$ cat config.mk
export PLATFORM = sky130hd
export DESIGN_NAME = slc3_button_conditioner
export DESIGN_NICKNAME = d
export VERILOG_FILES = /design/src/rtl/slc3_io_pkg.sv /design/src/rtl/slc3_button_conditioner_debounce.sv /design/src/rtl/slc3_button_conditioner.sv
export SDC_FILE = /design/constraint.sdc
export NUM_CORES = 1
export LEC_CHECK = 0
export CAP_MARGIN = 10
export CORE_MARGIN = 2
export CORE_UTILIZATION = 31
export DETAILED_ROUTE_END_ITERATION = 10
export HOLD_SLACK_MARGIN = 0.03
export PLACE_DENSITY = 0.5
export REMOVE_ABC_BUFFERS = 1
export SLEW_MARGIN = 20
export SYNTH_ARGS = -nofsm -noshare
export SYNTH_HDL_FRONTEND = slang
export SYNTH_SLANG_ARGS = --single-unit
export TNS_END_PERCENT = 50
$ cat constraint.sdc
create_clock -name Clk -period 2.75 [get_ports Clk]
set_input_delay 0.4125 -clock Clk [delete_from_list [all_inputs] [get_ports Clk]]
set_output_delay 0.4125 -clock Clk [all_outputs]
set_load 0.02 [all_outputs]
$ cat src/rtl/slc3_io_pkg.sv
// Shared types and defaults for the SLC-3 board input conditioning logic.
package slc3_io_pkg;

  typedef enum logic [1:0] {
    IDLE,
    PRESS_WAIT,
    HELD,
    RELEASE_WAIT
  } btn_state_t;

  localparam int DEBOUNCE_DEFAULT = 500000;

endpackage

$ cat src/rtl/slc3_button_conditioner_debounce.sv
// One pushbutton: polarity normalisation, 2-flop synchronizer and a debounce
// FSM that emits a single pulse per qualified press plus a debounced level.
module button_debounce
  import slc3_io_pkg::*;
#(
  parameter int DEBOUNCE_CYCLES = DEBOUNCE_DEFAULT,
  parameter bit BTN_ACTIVE_LOW  = 1'b1
) (
  input  logic clk,
  input  logic rst,
  input  logic btn_raw,
  output logic pulse,
  output logic level
);

  localparam int             CW   = $clog2(DEBOUNCE_CYCLES);
  localparam logic [CW-1:0] LAST = CW'(DEBOUNCE_CYCLES - 1);

  logic          pressed_raw;
  logic          sync_meta;
  logic          pressed_sync;
  btn_state_t    state;
  logic [CW-1:0] cnt;

  assign pressed_raw = BTN_ACTIVE_LOW ? ~btn_raw : btn_raw;

  // Synchronizer comes out of reset as "released" so a held button re-qualifies.
  always_ff @(posedge clk or posedge rst) begin
    if (rst) begin
      sync_meta    <= 1'b0;
      pressed_sync <= 1'b0;
    end else begin
      sync_meta    <= pressed_raw;
      pressed_sync <= sync_meta;
    end
  end

  always_ff @(posedge clk or posedge rst) begin
    if (rst) begin
      state <= IDLE;
      cnt   <= '0;
      pulse <= 1'b0;
      level <= 1'b0;
    end else begin
      pulse <= 1'b0;
      unique case (state)
        IDLE: begin
          if (pressed_sync) begin
            state <= PRESS_WAIT;
            cnt   <= '0;
          end
        end
        PRESS_WAIT: begin
          if (!pressed_sync) begin
            state <= IDLE;
          end else if (cnt == LAST) begin
            state <= HELD;
            pulse <= 1'b1;
            level <= 1'b1;
          end else begin
            cnt <= cnt + CW'(1);
          end
        end
        HELD: begin
          if (!pressed_sync) begin
            state <= RELEASE_WAIT;
            cnt   <= '0;
          end
        end
        // A bounce back to pressed returns to HELD silently: no second pulse.
        RELEASE_WAIT: begin
          if (pressed_sync) begin
            state <= HELD;
          end else if (cnt == LAST) begin
            state <= IDLE;
            level <= 1'b0;
          end else begin
            cnt <= cnt + CW'(1);
          end
        end
        default: state <= IDLE;
      endcase
    end
  end

endmodule

$ cat src/rtl/slc3_button_conditioner.sv
// Board input conditioning for the SLC-3: debounced Run/Continue pulses and
// levels, plus a 2-flop synchronized switch word.
module slc3_button_conditioner #(
  parameter int DEBOUNCE_CYCLES = slc3_io_pkg::DEBOUNCE_DEFAULT,
  parameter bit BTN_ACTIVE_LOW  = 1'b1
) (
  input  logic        Clk,
  input  logic        Reset,
  input  logic        Run_raw,
  input  logic        Continue_raw,
  input  logic [15:0] S_raw,
  output logic        Run_pulse,
  output logic        Continue_pulse,
  output logic        Run_level,
  output logic        Continue_level,
  output logic [15:0] S
);

  logic [15:0] s_meta;

  button_debounce #(
    .DEBOUNCE_CYCLES(DEBOUNCE_CYCLES),
    .BTN_ACTIVE_LOW (BTN_ACTIVE_LOW)
  ) u_run (
    .clk    (Clk),
    .rst    (Reset),
    .btn_raw(Run_raw),
    .pulse  (Run_pulse),
    .level  (Run_level)
  );

  button_debounce #(
    .DEBOUNCE_CYCLES(DEBOUNCE_CYCLES),
    .BTN_ACTIVE_LOW (BTN_ACTIVE_LOW)
  ) u_continue (
    .clk    (Clk),
    .rst    (Reset),
    .btn_raw(Continue_raw),
    .pulse  (Continue_pulse),
    .level  (Continue_level)
  );

  // Switches are level inputs read by software, so only metastability matters.
  always_ff @(posedge Clk or posedge Reset) begin
    if (Reset) begin
      s_meta <= '0;
      S      <= '0;
    end else begin
      s_meta <= S_raw;
      S      <= s_meta;
    end
  end

endmodule
==> results.tsv <==
stage	metric	value	unit
run_status	outcome	complete, no violations	
min_path	min-delay worst type	reg -> reg	
worst_setup_path	crit-path max cell delay	0.42	ns
worst_setup_path	CP endpoint kind	flip-flop	
cts	clock-pin slew on the worst setup and hold paths	0.06	ns
grt	largest net degree at the start of global routing	59	
sta	Least-Margin Pin Slew	0.6795	ns
floorplanning	Rows	38	
synth	mux cell area share after synthesis	0.02563	
synth	largest family of logic cells by synthesized area	simple AND/OR/NAND/NOR gates	
routing	Final ANT Viol Nets	0	
sta	RSZ-0062 raised after global routing	no	
synth	complex-gate fraction of the synthesized area	0.1392	
placed_design	dpl hpwl	5006	um
synth	Yosys top cell area share	0.5838	
worst_setup_path	Setup Crit Path Kind	reg -> reg	
synth	Yosys cell types	49	
grt	initial antenna violation count	0	
sta	count of final setup violators	0	
sta	total negative slack	0	ns
grt	global-route wire length before repair	12870	um
finish	Nets	404	
floorplanning	Die Area	12200	um^2
cts	TritonCTS Buffers	9	
power	PD cells	593.2	nW/um^2
floorplanning	core area	10940	um^2
floorplanning	Die Ht	110.5	um
worst_setup_path	CP bufs+invs	1	
finish	layout cells sized above 1	0.09561	
synth	Mean Syn Cell Area	10.49	um^2
sta	Hold Slack	0.3476	ns
routing	First-pass DRT Iterations	5	
floorplanning	die width	110.5	um
placed_design	RePlAce Congestion	0.8263	
grt	vias in the first global route	2558	
grt	GR Overflow Total	0	
synth	Area contributors post-synth	dfrtp_1 58%, nand2_1 4.2%, nand3_1 3.7%	
routing	final wirelength	7584	um
worst_setup_path	Critical Path RT	2.98	ns
worst_setup_path	Top delay family on crit path	simple AND/OR/NAND/NOR gates	
power	VDD IR-drop max	0.4299	mV
worst_setup_path	CP max-delay cell	dfrtp_1	
worst_setup_path	Crit path arrival time	2.40	ns
routing	Avg WL per Cell	14.39	um
sta	Max-slew headroom	0.5428	
flow_run	Max-cap violations	0	
cts	CTS max path bufs	2	
cts	CTS root buf	clkbuf_16	
worst_setup_path	worst-path cell chain	ha_1, and4_1, nand2_1, o41ai_2, buf_4, or2_1, o41ai_1	
sta	Final Cycle Share	0.7907	
finish	footprint of the multi-input gates	1341	um^2
routing	vias per inst	5.070	
finish	most common cell after layout, fill and taps aside	dfrtp_1	
floorplanning	# IOs	40	
sta	Final Skew	0.005100	ns
grt	Total Routing Usage GR	0.1302	
placed_design	placed inst area	4111	um^2
sta	minimum clock period	2.175	ns
worst_setup_path	Max FO, Critical Path	12	
synth	Synth Cell Area	3515	um^2
routing	Residual DRC	0	
synth	sequential share of the synthesized area	0.5838	
finish	filler instances	1084	
finish	Sequential cell area	2052	um^2
power	Power Total	2.616	mW
power	P_leak	1.856	nW
sta	Hold Vio Cnt, Final	0	
synth	XOR/XNOR Fraction of Synth Area	0.009968	
synth	#FFs+latches synth	82	
finish	Util after Layout	0.4032	
placed_design	IO buf count	39	
synth	Simple-Gate Fraction of Synth Area	0.1976	
sta	Fmax	459.9	MHz
cts	Post-CTS Hold Buffers	0	
cts	Post-CTS Resized	0	
synth	synthesized instance count	335	
cts	clock net sink count	82	
synth	Synth warnings	0	
floorplanning	Initial Utilization	0.3214	
finish	final non-filler cell area	4409	um^2
cts	setup bufs post-CTS	0	
finish	Antenna Cells	0	
synth	post-synthesis adder-cell area fraction	0.007120	
synth	Yosys top cell by area	dfrtp_1	
finish	Area Growth Syn to Fin	25.45	%
routing	Iter 0 DRT Violations	190	
worst_setup_path	CP startpoint kind	flip-flop	
routing	DR vias	2672	
cts	htree depth	3	
finish	most frequent cells in the layout	82 x dfrtp_1, 39 x nand2_1, 39 x clkdlybuf4s50_1	
sta	Final Max Slew Viols	0	
cts	Clk Latency, worst-skew pair	0.33	ns
cts	CTS tree	built	
-- logic make-up (layout without fill, tap and decap cells) --
family | count (synthesis) | in the layout
and+or+nand+nor | 131 | 131
DFF | 82 | 82
AOI/OAI and AO/OA | 76 | 76
buffers and inverters | 31 | 83
muxes | 9 | 9
xor gates and xnor gates | 4 | 4
adders and majority gates | 2 | 2
-- power breakdown --
group / total [mW] / leakage (nW) / switching (mW) / internal [mW]
Sequential: 1.27 / 1.05 / 0.0267 / 1.25
Combinational: 0.168 / 0.658 / 0.0938 / 0.0737
Clock: 1.18 / 0.145 / 0.500 / 0.675
-- synth_stat cells, drive strengths merged --
library cell,instances
or4,4
xnor2,2
o21a,3
or3,3
nand3,26
dfrtp,82
nor2,21
buf,7
a22o,3
or2,2
a21oi,12
o31ai,4
o211ai,4
o41ai,3
inv,19
o22ai,3
a211o,1
a22oi,1
o21bai,1
nand3b,1
a31o,1
nand2b,1
clkbuf,5
a31oi,4
nor4,13
and4,2
nand4,12
nor4b,1
nor3,4
a41oi,1
ha,2
xor2,2
o311ai,2
or3b,1
o21ai,30
nand2,39
a21o,2
and3,1
o211a,1
mux2i,9
-- path summary, 6_finish.rpt --
kind                                    from                  to  slack [ns]  cells after the start
setup reg to reg           u_continue.cnt[0]  u_continue.cnt[10]        0.58                      7
hold / removal                     s_meta[2]                S[2]        0.35                      0
hold reg to reg                    s_meta[2]                S[2]        0.35                      0
min in group asynchronous              Reset        u_run.cnt[0]        0.41                      2
max in group asynchronous              Reset  u_continue.cnt[13]        1.68                      3
setup / recovery           u_continue.cnt[0]  u_continue.cnt[10]        0.58                      7
-- metrics by stage --
step / setup slack, ns / cells
after floorplan: 0.1745 / 323
after global placement: 0.6651 / 511
after detailed placement: 0.6192 / 511
after CTS: 0.5809 / 527
after global routing: 0.4616 / 527
final: 0.5755 / 527
-- registers in the layout (all words and copies together) (netlist names), named ones only --
signal / count
S: 16
s_meta: 16
u_continue.cnt: 19
u_continue.level: 1
u_continue.pressed_sync: 1
u_continue.pulse: 1
u_continue.state: 1
u_continue.sync_meta: 1
u_run.cnt: 19
u_run.level: 1
u_run.pressed_sync: 1
u_run.pulse: 1
u_run.state: 1
u_run.sync_meta: 1
-- routing by layer --
metal	share of wire	vias to the layer above	global-route usage	wire (um)
li1	-	1307	-	-
met4	0.019	0	0.04750	144
met2	0.47	55	0.2045	3557
met3	0.047	12	0.04501	360
met5	0	-	0	0
met1	0.46	1298	0.1667	3521
-- area by class of cell --
type,count,share of cell area
inverters,19,0.01646
flip-flops and latches,82,0.4654
clock buffers,11,0.05732
repair buffers,48,0.1067
well taps,140,0.03973
clock inverters,5,0.01022
multi-input cells,222,0.3042
Power figures use the tool's default switching activity.
